[config.mk]
export PLATFORM = sky130hd
export DESIGN_NAME = fir_tap_sequencer_flat
export DESIGN_NICKNAME = d
export VERILOG_FILES = /design/src/rtl/fir_tap_sequencer_if.sv /design/src/rtl/fir_tap_sequencer.sv /design/src/flat_wrapper.sv
export SDC_FILE = /design/constraint.sdc
export NUM_CORES = 1
export LEC_CHECK = 0
export ABC_AREA = 1
export CAP_MARGIN = 20
export CORE_ASPECT_RATIO = 2
export CORE_UTILIZATION = 35
export DETAILED_ROUTE_END_ITERATION = 8
export PLACE_DENSITY = 0.61
export RECOVER_POWER = 100
export SETUP_SLACK_MARGIN = 0.1
export SLEW_MARGIN = 5
export SYNTH_ARGS = -nofsm -noshare
export SYNTH_HDL_FRONTEND = slang
export SYNTH_SLANG_ARGS = --single-unit
[constraint.sdc]
create_clock -name clk -period 4.6 [get_ports clk]
set_clock_uncertainty 0.2 [all_clocks]
set_input_delay 0.92 -clock clk [delete_from_list [all_inputs] [get_ports clk]]
set_output_delay 0.92 -clock clk [all_outputs]
set_load 0.05 [all_outputs]
[src/rtl/fir_tap_sequencer_if.sv]
`default_nettype none
// ============================================================================
//  Module   : fir_tap_sequencer_if
//  Brief    : Handshake, sample-RAM and MAC control bundle of the FIR sequencer.
//  Revision : 1.0  initial release
// ============================================================================
interface fir_tap_sequencer_if #(
    parameter int ADDR_W = 4
);
    logic              flush;
    logic              in_valid;
    logic              in_ready;
    logic              wr_en;
    logic              wr_zero;
    logic [ADDR_W-1:0] wr_addr;
    logic [ADDR_W-1:0] rd_addr;
    logic [ADDR_W-1:0] coef_addr;
    logic              acc_clr;
    logic              acc_en;
    logic              out_valid;
    logic              out_ready;
    logic              busy;

    modport master (
        input  flush, in_valid, out_ready,
        output in_ready, wr_en, wr_zero, wr_addr, rd_addr, coef_addr,
               acc_clr, acc_en, out_valid, busy
    );

    modport slave (
        output flush, in_valid, out_ready,
        input  in_ready, wr_en, wr_zero, wr_addr, rd_addr, coef_addr,
               acc_clr, acc_en, out_valid, busy
    );
endinterface
`default_nettype wire

[src/rtl/fir_tap_sequencer.sv]
`default_nettype none
// ============================================================================
//  Module   : fir_tap_sequencer
//  Brief    : Control FSM for a time-multiplexed FIR: circular sample RAM
//             writes, per-tap MAC addressing, drain and output handshake.
//  Revision : 1.0  initial release
// ============================================================================
module fir_tap_sequencer #(
    parameter int NTAPS   = 16,
    parameter int ADDR_W  = 4,
    parameter int MAC_LAT = 2
) (
    input  logic                 clk,
    input  logic                 rst_n,
    fir_tap_sequencer_if.master  bus
);
    localparam int c_CNT_MAX = (NTAPS > MAC_LAT) ? NTAPS : MAC_LAT;
    localparam int c_CNT_W   = $clog2(c_CNT_MAX + 1);
    localparam logic [c_CNT_W-1:0] c_CLR_LAST   = c_CNT_W'(NTAPS - 1);
    localparam logic [c_CNT_W-1:0] c_DRAIN_LAST = c_CNT_W'((MAC_LAT > 0) ? MAC_LAT - 1 : 0);
    localparam logic [ADDR_W-1:0]  c_TAP_LAST   = ADDR_W'(NTAPS - 1);

    typedef enum logic [2:0] {
        ST_RST   = 3'd0,
        ST_CLR   = 3'd1,
        ST_IDLE  = 3'd2,
        ST_MAC   = 3'd3,
        ST_DRAIN = 3'd4,
        ST_OUT   = 3'd5
    } state_t;

    state_t              r_state, w_state_nxt;
    logic [ADDR_W-1:0]   r_head, r_newest, r_tap;
    logic [ADDR_W-1:0]   w_head_nxt, w_newest_nxt, w_tap_nxt;
    logic [c_CNT_W-1:0]  r_cnt, w_cnt_nxt;

    logic                w_in_ready, w_wr_en, w_wr_zero;
    logic [ADDR_W-1:0]   w_wr_addr, w_rd_addr, w_coef_addr;
    logic                w_acc_clr, w_acc_en, w_out_valid, w_busy;

    always_ff @(posedge clk or negedge rst_n) begin
        if (!rst_n) begin
            r_state  <= ST_RST;
            r_head   <= '0;
            r_newest <= '0;
            r_tap    <= '0;
            r_cnt    <= '0;
        end else begin
            r_state  <= w_state_nxt;
            r_head   <= w_head_nxt;
            r_newest <= w_newest_nxt;
            r_tap    <= w_tap_nxt;
            r_cnt    <= w_cnt_nxt;
        end
    end

    always_comb begin
        w_state_nxt  = r_state;
        w_head_nxt   = r_head;
        w_newest_nxt = r_newest;
        w_tap_nxt    = r_tap;
        w_cnt_nxt    = r_cnt;
        w_in_ready   = 1'b0;
        w_wr_en      = 1'b0;
        w_wr_zero    = 1'b0;
        w_wr_addr    = '0;
        w_rd_addr    = '0;
        w_coef_addr  = '0;
        w_acc_clr    = 1'b0;
        w_acc_en     = 1'b0;
        w_out_valid  = 1'b0;
        w_busy       = (r_state != ST_IDLE);

        case (r_state)
            ST_RST: begin
                w_state_nxt = ST_CLR;
                w_cnt_nxt   = '0;
            end
            ST_CLR: begin
                w_wr_en   = 1'b1;
                w_wr_zero = 1'b1;
                w_wr_addr = r_cnt[ADDR_W-1:0];
                if (r_cnt == c_CLR_LAST) begin
                    w_state_nxt = ST_IDLE;
                    w_cnt_nxt   = '0;
                    w_head_nxt  = '0;
                end else begin
                    w_cnt_nxt = r_cnt + c_CNT_W'(1);
                end
            end
            ST_IDLE: begin
                w_in_ready = 1'b1;
                // A sample arriving together with flush takes priority.
                if (bus.in_valid) begin
                    w_wr_en      = 1'b1;
                    w_wr_addr    = r_head;
                    w_newest_nxt = r_head;
                    w_head_nxt   = r_head + ADDR_W'(1);
                    w_tap_nxt    = '0;
                    w_state_nxt  = ST_MAC;
                end else if (bus.flush) begin
                    w_cnt_nxt   = '0;
                    w_state_nxt = ST_CLR;
                end
            end
            ST_MAC: begin
                w_acc_en    = 1'b1;
                w_acc_clr   = (r_tap == '0);
                w_coef_addr = r_tap;
                w_rd_addr   = r_newest - r_tap;
                w_tap_nxt   = r_tap + ADDR_W'(1);
                if (r_tap == c_TAP_LAST) begin
                    w_cnt_nxt   = '0;
                    w_state_nxt = (MAC_LAT == 0) ? ST_OUT : ST_DRAIN;
                end
            end
            ST_DRAIN: begin
                if (r_cnt == c_DRAIN_LAST) begin
                    w_cnt_nxt   = '0;
                    w_state_nxt = ST_OUT;
                end else begin
                    w_cnt_nxt = r_cnt + c_CNT_W'(1);
                end
            end
            ST_OUT: begin
                w_out_valid = 1'b1;
                if (bus.out_ready) begin
                    w_state_nxt = ST_IDLE;
                end
            end
            default: begin
                w_state_nxt = ST_RST;
            end
        endcase
    end

    assign bus.in_ready  = w_in_ready;
    assign bus.wr_en     = w_wr_en;
    assign bus.wr_zero   = w_wr_zero;
    assign bus.wr_addr   = w_wr_addr;
    assign bus.rd_addr   = w_rd_addr;
    assign bus.coef_addr = w_coef_addr;
    assign bus.acc_clr   = w_acc_clr;
    assign bus.acc_en    = w_acc_en;
    assign bus.out_valid = w_out_valid;
    assign bus.busy      = w_busy;
endmodule
`default_nettype wire

[src/flat_wrapper.sv]
// flat-port wrapper written by rule: the top's interface ports become plain ports
module fir_tap_sequencer_flat 
#(
    parameter int NTAPS   = 16,
    parameter int ADDR_W  = 4,
    parameter int MAC_LAT = 2
)
  (clk, rst_n, bus_flush, bus_in_valid, bus_out_ready, bus_in_ready, bus_wr_en, bus_wr_zero, bus_wr_addr, bus_rd_addr, bus_coef_addr, bus_acc_clr, bus_acc_en, bus_out_valid, bus_busy);
  fir_tap_sequencer_if #(.ADDR_W(ADDR_W)) bus_i ();
  input  logic clk;
  input  logic rst_n;
  input wire logic [$bits(bus_i.flush)-1:0] bus_flush;
  input wire logic [$bits(bus_i.in_valid)-1:0] bus_in_valid;
  input wire logic [$bits(bus_i.out_ready)-1:0] bus_out_ready;
  output wire logic [$bits(bus_i.in_ready)-1:0] bus_in_ready;
  output wire logic [$bits(bus_i.wr_en)-1:0] bus_wr_en;
  output wire logic [$bits(bus_i.wr_zero)-1:0] bus_wr_zero;
  output wire logic [$bits(bus_i.wr_addr)-1:0] bus_wr_addr;
  output wire logic [$bits(bus_i.rd_addr)-1:0] bus_rd_addr;
  output wire logic [$bits(bus_i.coef_addr)-1:0] bus_coef_addr;
  output wire logic [$bits(bus_i.acc_clr)-1:0] bus_acc_clr;
  output wire logic [$bits(bus_i.acc_en)-1:0] bus_acc_en;
  output wire logic [$bits(bus_i.out_valid)-1:0] bus_out_valid;
  output wire logic [$bits(bus_i.busy)-1:0] bus_busy;
  assign bus_i.flush = bus_flush;
  assign bus_i.in_valid = bus_in_valid;
  assign bus_i.out_ready = bus_out_ready;
  assign bus_in_ready = bus_i.in_ready;
  assign bus_wr_en = bus_i.wr_en;
  assign bus_wr_zero = bus_i.wr_zero;
  assign bus_wr_addr = bus_i.wr_addr;
  assign bus_rd_addr = bus_i.rd_addr;
  assign bus_coef_addr = bus_i.coef_addr;
  assign bus_acc_clr = bus_i.acc_clr;
  assign bus_acc_en = bus_i.acc_en;
  assign bus_out_valid = bus_i.out_valid;
  assign bus_busy = bus_i.busy;
  fir_tap_sequencer #(.NTAPS(NTAPS), .ADDR_W(ADDR_W), .MAC_LAT(MAC_LAT)) u_core (.clk(clk), .rst_n(rst_n), .bus(bus_i));
endmodule
==> results.toml, run 1 <==
[global_routing]
antenna_found_initial = 0
grt_pass1_vias = 1147
grt_max_degree = 21
grt_pass1_wl_mm = 4.988
grt_usage_pct = 16.72
overflow = 0

[timing]
rsz0062_at_grt = "false"
fin_ws_ns = 0.5106
final-hold-violation-count = 0
setup_violations = 0
finalMaxSlewViolations = 0
max_slew_margin_pct = 39.10
worst_pin_slew_ns = 0.9104
max_freq_ghz = 0.2445
setup_tns_ns = 0
finalWorstPathRequiredPeriod_ns = 4.089
post-route-period-util_pct = 88.90

[cells_and_area]
layoutNonFillerInstCount = 261
fillCellCount = 419
num_antenna_cells = 0
drive_above_1_share_pct = 8.491
multi_input_area_um2 = 718.2
area_growth_pct = 24.93
ff_latch_area_um2 = 500.5
nNetsFinal = 229

[clock_network]
cts_tree = "yes"
cts_made_buffers = 3
cts_setup_buffers = 0
cts_htree_levels = 1
root_buffer = "clkbuf_8"
clk_path_buf_depth = 2
cts.clk_slew.worst_paths_ns = 0.08
holdBufCountCts = 0
cts_repair_resize_count = 0
clock-sinks = 20
insertion_delay_ns = 0.27

[critical_path]
worstReg2RegStart = "u_core.r_cnt[0]$_DFFE_PN0P_"
crit_type = "in -> out"
arrival_ns = 2.97
start_kind = "input pin"
cp_num_buf_inv = 3
cp.required_ns = 3.48
worst_path_max_delay_cell = "dlygate4sd3_1"
rr_worst_depth = 11
reg2reg_to = "u_core.r_state[0]$_DFFE_PN0P_"
path_cells = "dlygate4sd3_1, nand2_1, inv_1, nand2_1, o21ai_0, dlygate4sd3_1"
cpLargestDelayFamily = "buffers and inverters"
endpoint_kind = "output pin"
max_stage_delay_ns = 0.89
r2r_setup_slack_ns = 2.78
crit_path_max_fanout = 10

[synth]
syn-cell-area_um2 = 1350
synth-xor-area-share_pct = 3.244
synth_fa_ha_area_share_pct = 10.75
synth_top_cell_by_area = "dfrtp_1"
synth_compound_area_share_pct = 6.024
synth_top_family_by_area = "simple AND/OR/NAND/NOR gates"
synthCells = 186
synth_top_area_share_pct = 37.07
synth.net_count = 202
synthMuxAreaShare_pct = 0
synth_area_leaders = "dfrtp_1, nand2_1, ha_1"
ys_seq_area_share_pct = 37.07
ys_ff_latch = 20
synthSimpleGateAreaFrac_pct = 34.29
yosysWarnings = 0
synth_cell_types = 22
syn_area_per_cell_um2 = 7.258

[run_status]
status = "finished, final reports clean"

[run]
max_cap_viol_count = 0

[route]
drc_errors = 0
drt_iter0_markers = 17
wl_per_cell_um = 11.46
num_vias = 1173
vias_per_cell = 4.494
firstDrtPassIters = 4
drt-total-wl_mm = 2.990
ant_nets = 0

[floorplan]
dieArea_um2 = 4125
num_rows = 31
ioPinCount = 24
initial_utilization_pct = 37.03
die_w_um = 45.92
die_y_um = 89.83
core_area_um2 = 3646

[worst_hold_path]
worstHoldStart = "u_core.r_newest[2]$_DFFE_PN0P_"
holdPathStages = 2
hold_class = "reg -> reg"
whs_endpoint = "u_core.r_newest[2]$_DFFE_PN0P_"

[placement]
numPortBuffers = 23
hpwl_mm = 2.392
gp_congestion = 0.7995
placed_cells = 257
dp_slack_ns = 0.8179

[power]
ir_worst_vdd_v = 0.0002973
leakage_nw = 0.9026
power_density_nw_per_um2 = 647.6
[cells in the final DEF (no fill, tap or decap), types with 2 or more instances in the layout]
| cell | netlist | final |
|---|---|---|
| a21oi_1 | 4 | 4 |
| clkbuf_8 | 0 | 3 |
| clkdlybuf4s50_1 | 0 | 2 |
| dfrtp_1 | 20 | 20 |
| dlygate4sd3_1 | 0 | 21 |
| ha_1 | 10 | 10 |
| inv_1 | 21 | 23 |
| inv_2 | 7 | 5 |
| nand2_1 | 58 | 59 |
| nand2_2 | 3 | 3 |
| nand3_1 | 11 | 12 |
| nor2_1 | 23 | 24 |
| o21ai_0 | 6 | 9 |
| o21ai_1 | 5 | 2 |
| or2_2 | 2 | 2 |
| xor2_1 | 4 | 4 |
[state kept, by name, summed over array words and instances, names as in the netlist]
signal / count
u_core.r_cnt: 5
u_core.r_state: 3
u_core.r_newest: 4
u_core.r_head: 4
u_core.r_tap: 4
[worst reg2reg max path: stages (launching register included)]
cell and delay (ns):
dfrtp_1 0.42, ha_1 0.20, nand2_1 0.06, nor2_1 0.13, ha_1 0.20, inv_1 0.07
nand2_2 0.07, nand2_2 0.08, inv_2 0.10, nand2_4 0.06, nand2_1 0.07, nand2_1 0.05
[how the worst max path moves through the flow]
stage	to	start	cells past startpoint	slack, ns
2_1_floorplan	bus_wr_addr[0]	u_core.r_state[1]$_DFFE_PN0P_	5	1.11
3_3_place_gp	bus_wr_addr[1]	bus_in_valid	6	0.83
3_5_place_dp	bus_wr_addr[0]	bus_in_valid	6	0.82
4_1_cts	bus_wr_addr[0]	bus_in_valid	6	0.81
5_1_grt	bus_wr_addr[3]	bus_in_valid	6	0.35
6_report	bus_wr_addr[3]	bus_in_valid	6	0.51
[through the flow]
stage	util [%]	instance area, um^2	hold slack [ns]	power, mW
after floorplan	-	1350	0.2531	0.7779
after global placement	44.72	1630	0.2973	0.9484
after detailed placement	44.72	1630	0.2907	0.9562
after CTS	46.67	1702	0.3117	1.138
after global routing	46.26	1687	0.3503	1.184
final	46.26	1687	0.3064	1.092
[cell families (layout without fill, tap and decap cells)]
kind of cell,after synthesis,count (layout)
simple gates,105,105
buf+inv,29,55
flops,20,20
compound gates,16,16
fa+ha+maj,11,11
xor+xnor,5,5
[cell type report]
| cell class | count | area share [%] |
|---|---|---|
| multi-input cells | 137 | 42.58 |
| flip-flops and latches | 20 | 29.67 |
| repair buffers | 23 | 13.65 |
| inverters | 28 | 6.231 |
| well taps | 49 | 3.635 |
| clock buffers | 3 | 2.448 |
| clock inverters | 1 | 1.780 |
[power by group]
group	total [mW]	internal (mW)	switching [mW]	leakage, nW
logic	0.619	0.195	0.425	0.603
clock network	0.178	0.116	0.0612	0.0357
registers	0.296	0.231	0.0646	0.263
[synth_stat cells (all sizes together)]
library cell  count
a21oi             4
buf               1
dfrtp            20
fa                1
ha               10
inv              28
nand2            63
nand3            13
nand4             1
nor2             26
o21ai            11
o22ai             1
or2               2
xnor2             1
xor2              4
[routing by layer]
layer | vias up | track usage, % | share of wire, %
met5 | - | 0 | 0
met1 | 518 | 17.49 | 42
met3 | 7 | 2.209 | 2.3
met2 | 24 | 29.11 | 52
li1 | 624 | - | -
met4 | 0 | 9.804 | 3.5
No activity file was read; power rests on OpenSTA's default activity.
==> run 2, diff against run 1 <==
ABC_AREA = unset   (was 1)
==> run 2 against run 1 <==
Total power up 12%. Global-route usage grew 1.1 points. Critical path depth did not move. Design area down 0.82%. Worst hold slack got worse by 0.0063 ns. Via count shrank 3.8%. Worst setup slack lost 0.029 ns. Combinational power grew 21%. Wire length fell by 0.30%. Flip-flop and latch count unchanged. Highest routed layer unchanged.
==> results.toml, run 2 <==
[critical_path]
crit_type = "in -> out"
cp_num_buf_inv = 3
critPathCapture = "bus_wr_addr[3]"
worst_setup_path_startpoint = "bus_in_valid"
arrival_ns = 3.00
crit_path_max_fanout = 7
worst_path_max_delay_cell = "dlygate4sd3_1"
worstReg2RegStart = "u_core.r_cnt[0]$_DFFE_PN0P_"
r2r_setup_slack_ns = 2.43
max_stage_delay_ns = 0.61
endpoint_kind = "output pin"
rr_worst_depth = 8
cpLargestDelayFamily = "buffers and inverters"
start_kind = "input pin"
path_cells = "dlygate4sd3_1, nor4bb_1, clkbuf_1, nand2_1, nand2_1, clkbuf_1"
cp.required_ns = 3.48
reg2reg_to = "u_core.r_state[2]$_DFFE_PN0P_"
cp.depth = 6

[synth]
synth_compound_area_share_pct = 14.72
synth-xor-area-share_pct = 2.642
synthCells = 148
synth_area_leaders = "dfrtp_1, ha_1, nand2_1"
synthSimpleGateAreaFrac_pct = 26.51
synth.net_count = 164
synth_top_family_by_area = "simple AND/OR/NAND/NOR gates"
synth-edff-count = 0
synthArstFlopShare_pct = 100.0
ys_ff_latch = 20
ys.flop_type = "dfrtp_1"
syn_area_per_cell_um2 = 8.961
synth_top_area_share_pct = 37.74
synth_cell_types = 42
synth_top_cell_by_area = "dfrtp_1"
synth_fa_ha_area_share_pct = 10.94
synthTopCellsByCount = "nand2_1, dfrtp_1, o21ai_0, inv_1, nor2_1"
yosysWarnings = 0
syn-cell-area_um2 = 1326
ys_seq_area_share_pct = 37.74
synth_most_common_cell = "nand2_1"
synthMuxAreaShare_pct = 1.698

[floorplan]
num_rows = 31
die_w_um = 45.53
core_area_um2 = 3607
dieArea_um2 = 4054
die_y_um = 89.06
initial_utilization_pct = 36.77
ioPinCount = 24

[cells_and_area]
nNetsFinal = 189
layoutNonFillerInstCount = 221
num_antenna_cells = 0
largest_register = "u_core.r_cnt"
final_common_cell = "nand2_1"
largest_reg_flops = 5
final_cell_mix = "nand2_1, dfrtp_1, dlygate4sd3_1"
drive_above_1_share_pct = 9.884
area_growth_pct = 26.13

[clock_network]
cts_htree_levels = 1
cts_repair_resize_count = 0
root_buffer = "clkbuf_8"
holdBufCountCts = 0
clock-sinks = 20
cts_setup_buffers = 0
insertion_delay_ns = 0.26
cts_tree = "yes"
clk_path_buf_depth = 2
cts.clk_slew.worst_paths_ns = 0.07
cts_made_buffers = 3

[placement]
numPortBuffers = 23
placed_cells = 217
hpwl_mm = 2.362
gp_congestion = 0.8829
dp_slack_ns = 0.8496

[route]
drc_errors = 0
vias_per_cell = 5.104
num_vias = 1128
drt-total-wl_mm = 2.981
drt_iter0_markers = 16
wl_per_cell_um = 13.49
firstDrtPassIters = 4
ant_nets = 0

[timing]
fin_ws_ns = 0.4819
setup_violations = 0
finalWorstPathRequiredPeriod_ns = 4.118
worst_pin_slew_ns = 0.8990
max_slew_margin_pct = 39.87
final-hold-violation-count = 0
max_freq_ghz = 0.2428
finalMaxSlewViolations = 0
rsz0062_at_grt = "false"
setup_tns_ns = 0
post-route-period-util_pct = 89.52

[power]
leakage_nw = 0.7969
power_density_nw_per_um2 = 731.2
totalPowerFinal_mw = 1.223
ir_worst_vdd_v = 0.0004147

[run]
max_cap_viol_count = 0

[global_routing]
grt_max_degree = 21
overflow = 0
grt_pass1_vias = 1197
grt_usage_pct = 17.83
grt_pass1_wl_mm = 5.285
antenna_found_initial = 0

[run_status]
status = "finished, final reports clean"

[worst_hold_path]
hold_class = "reg -> reg"
run 2: cell count changes in the layout (fill, tap and decap cells not counted), moves of 3 or more:
| cell | change |
|---|---|
| nand2_2 | -3 |
| buf_12 | +3 |
| inv_2 | -4 |
| o21ai_0 | +4 |
| nand2_1 | -35 |
| nand3_1 | -5 |
| inv_1 | -11 |
| dlygate4sd3_1 | -4 |
| nor2_1 | -12 |
| nor2b_1 | +4 |
run 2: kinds of logic after synthesis:
kind of cell	count (synthesis)
DFF	20
adders and majority gates	11
xor gates and xnor gates	4
and+or+nand+nor	64
AOI/OAI and AO/OA	30
buffers and inverters	17
muxes	2
run 2: worst min path at each step:
stage                                         startpoint                             end  slack, ns  cells after the start
after floorplan           u_core.r_newest[2]$_DFFE_PN0P_  u_core.r_newest[2]$_DFFE_PN0P_       0.25                      2
after global placement      u_core.r_head[3]$_DFFE_PN0P_    u_core.r_head[3]$_DFFE_PN0P_       0.29                      1
after detailed placement  u_core.r_newest[2]$_DFFE_PN0P_  u_core.r_newest[2]$_DFFE_PN0P_       0.29                      2
after CTS                   u_core.r_head[3]$_DFFE_PN0P_    u_core.r_head[3]$_DFFE_PN0P_       0.30                      1
after global routing        u_core.r_head[3]$_DFFE_PN0P_    u_core.r_head[3]$_DFFE_PN0P_       0.35                      1
final                       u_core.r_head[3]$_DFFE_PN0P_    u_core.r_head[3]$_DFFE_PN0P_       0.30                      1
run 2: power breakdown:
group / switching (mW) / internal [mW] / total [mW]
sequential: 0.0964 / 0.243 / 0.339
clock: 0.0568 / 0.0762 / 0.133
combinational: 0.466 / 0.285 / 0.751
run 2: per-layer routing:
| layer | vias up | wire length (um) | part of all wire (%) | global-route usage [%] |
|---|---|---|---|---|
| li1 | 556 | - | - | - |
| met1 | 530 | 1124 | 38 | 18.95 |
| met2 | 33 | 1631 | 55 | 31.69 |
| met3 | 9 | 115 | 3.9 | 2.424 |
| met4 | 0 | 110 | 3.7 | 10.47 |
| met5 | - | 0 | 0 | 0 |
run 2: stage by stage:
stage | hold WS (ns) | cell area (um^2) | util, %
6_report | 0.3001 | 1673 | 46.38
5_1_grt | 0.3543 | 1673 | 46.38
4_1_cts | 0.3035 | 1693 | 46.93
3_5_place_dp | 0.2901 | 1638 | 45.40
3_3_place_gp | 0.2927 | 1638 | 45.40
2_1_floorplan | 0.2500 | 1326 | -
run 2: final cells by class:
cell class / count / area, um^2
fill: 358 / 1934
multi-input combinational: 111 / 749.5
sequential: 20 / 500.5
timing repair buffer: 24 / 257.7
tap: 49 / 61.31
clock buffer: 4 / 55.05
inverter: 13 / 48.80
==> run 3, diff against run 2 <==
CAP_MARGIN = unset   (was 20)
MAX_ROUTING_LAYER = met4   (was unset)
==> run 3 against run 2 <==
Register-to-register slack about the same. Cell count unchanged. Critical endpoint unchanged. Worst hold slack about the same. Flip-flop and latch count unchanged. Utilization unchanged. First-iteration DRC count increased by 13%. Worst setup slack improved by 0.0051 ns. Sequential share of layout area unchanged. Via count increased by 0.53%. Clock power about the same. Fmax increased by 0.12%.
==> results.toml, run 3 (same netlist as run 2, synthesis figures left out) <==
[run_status]
status = "finished, final reports clean"

[timing]
setup_tns_ns = 0
finalWorstPathRequiredPeriod_ns = 4.113
post-route-period-util_pct = 89.41
final-hold-violation-count = 0
worst_pin_slew_ns = 0.9012
max_freq_ghz = 0.2431
max_slew_margin_pct = 39.72
finalMaxSlewViolations = 0
rsz0062_at_grt = "false"
setup_violations = 0

[critical_path]
cp.required_ns = 3.48
rr_worst_depth = 8
crit_path_max_fanout = 7
reg2reg_to = "u_core.r_state[2]$_DFFE_PN0P_"
r2r_setup_slack_ns = 2.43
start_kind = "input pin"
crit_type = "in -> out"
arrival_ns = 2.99
worstReg2RegStart = "u_core.r_cnt[0]$_DFFE_PN0P_"
endpoint_kind = "output pin"

[power]
pwr-share-seq_pct = 27.8
leakage_nw = 0.7969
internal_power_mw = 0.6038
power_density_nw_per_um2 = 731.5
clkPwrFrac_pct = 10.9
p_comb_share_pct = 61.3
ir_worst_vdd_v = 0.0004147
totalPowerFinal_mw = 1.224
p_sw_share_pct = 50.66
power_switching_mw = 0.6199

[route]
drt_iter0_markers = 18
wl_per_cell_um = 13.50
drc_errors = 0
ant_nets = 0
vias_per_cell = 5.131
num_vias = 1134
firstDrtPassIters = 4
drt-total-wl_mm = 2.984

[global_routing]
grt_pass1_wl_mm = 5.292
antenna_found_initial = 0
grt_pass1_vias = 1189
grt_max_degree = 21
grt_usage_pct = 18.39
overflow = 0

[worst_hold_path]
worstHoldStart = "u_core.r_head[3]$_DFFE_PN0P_"
hold_class = "reg -> reg"
whs_endpoint = "u_core.r_head[3]$_DFFE_PN0P_"
holdPathStages = 1

[run]
max_cap_viol_count = 0

[placement]
hpwl_mm = 2.362
gp_congestion = 0.8976
numPortBuffers = 23

[clock_network]
cts.clk_slew.worst_paths_ns = 0.07
cts_setup_buffers = 0
root_buffer = "clkbuf_8"
cts_htree_levels = 1
cts_made_buffers = 3
clock-sinks = 20
cts_repair_resize_count = 0
cts_tree = "yes"
insertion_delay_ns = 0.26
holdBufCountCts = 0
clk_path_buf_depth = 2

[floorplan]
die_w_um = 45.53
initial_utilization_pct = 36.77
core_area_um2 = 3607
num_rows = 31
dieArea_um2 = 4054
ioPinCount = 24
die_y_um = 89.06

[cells_and_area]
final_core_util_pct = 46.38
final_common_cell = "nand2_1"
final_cell_mix = "nand2_1, dfrtp_1, dlygate4sd3_1"
drive_above_1_share_pct = 9.884
area_growth_pct = 26.13
num_antenna_cells = 0
largest_register = "u_core.r_cnt"
largest_reg_flops = 5
nNetsFinal = 189
## run 3: cell counts in the layout (fill, tap and decap cells not counted)
Identical to the previous run, type by type.
## run 3: layer usage
metal  vias up  global-route usage (%)  part of all wire (%)
met1       536                   19.21                    38
met2        33                   31.69                    54
met3         9                   2.222                   3.6
met4         0                   10.47                   3.7
li1        556                       -                     -
met5         -                       -                     0
## run 3: cell type report
cell class                 instances  area (um^2)
clock buffer                       4        55.05
timing repair buffer              24        257.7
multi-input combinational        111        749.5
fill                             358         1934
inverter                          13        48.80
sequential                        20        500.5
tap                               49        61.31
## run 3: worst max path at each step
stage	start	endpoint	slack [ns]	cells past startpoint
after floorplan	u_core.r_state[2]$_DFFE_PN0P_	bus_acc_clr	0.98	4
after global placement	bus_in_valid	bus_wr_en	0.89	4
after detailed placement	bus_in_valid	bus_wr_addr[1]	0.85	6
after CTS	bus_in_valid	bus_wr_addr[1]	0.84	6
after global routing	bus_in_valid	bus_wr_addr[3]	0.38	6
final	bus_in_valid	bus_wr_addr[3]	0.49	6
## run 3: critical path: stages
cell	delay [ns]
dlygate4sd3_1	0.61
nor4bb_1	0.51
clkbuf_1	0.30
nand2_1	0.11
nand2_1	0.07
clkbuf_1	0.46
## run 3: metrics by stage
step                      setup WS (ns)  instances  hold WS [ns]  area (um^2)
after CTS                        0.8376        221        0.3035         1693
after floorplan                  0.9802        148        0.2500         1326
after global placement           0.8869        217        0.2927         1638
after detailed placement         0.8496        217        0.2901         1638
final                            0.4870        221        0.3001         1673
after global routing             0.3818        221        0.3543         1673
## run 3: power by group through the flow
| stage | Clock (mW) | Combinational [mW] | Sequential (mW) |
|---|---|---|---|
| after floorplan | 0 | 0.586 | 0.302 |
| after global routing | 0.144 | 0.825 | 0.355 |
| after global placement | 0 | 0.770 | 0.340 |
| after detailed placement | 0 | 0.778 | 0.343 |
| after CTS | 0.137 | 0.784 | 0.339 |
| final | 0.133 | 0.750 | 0.340 |
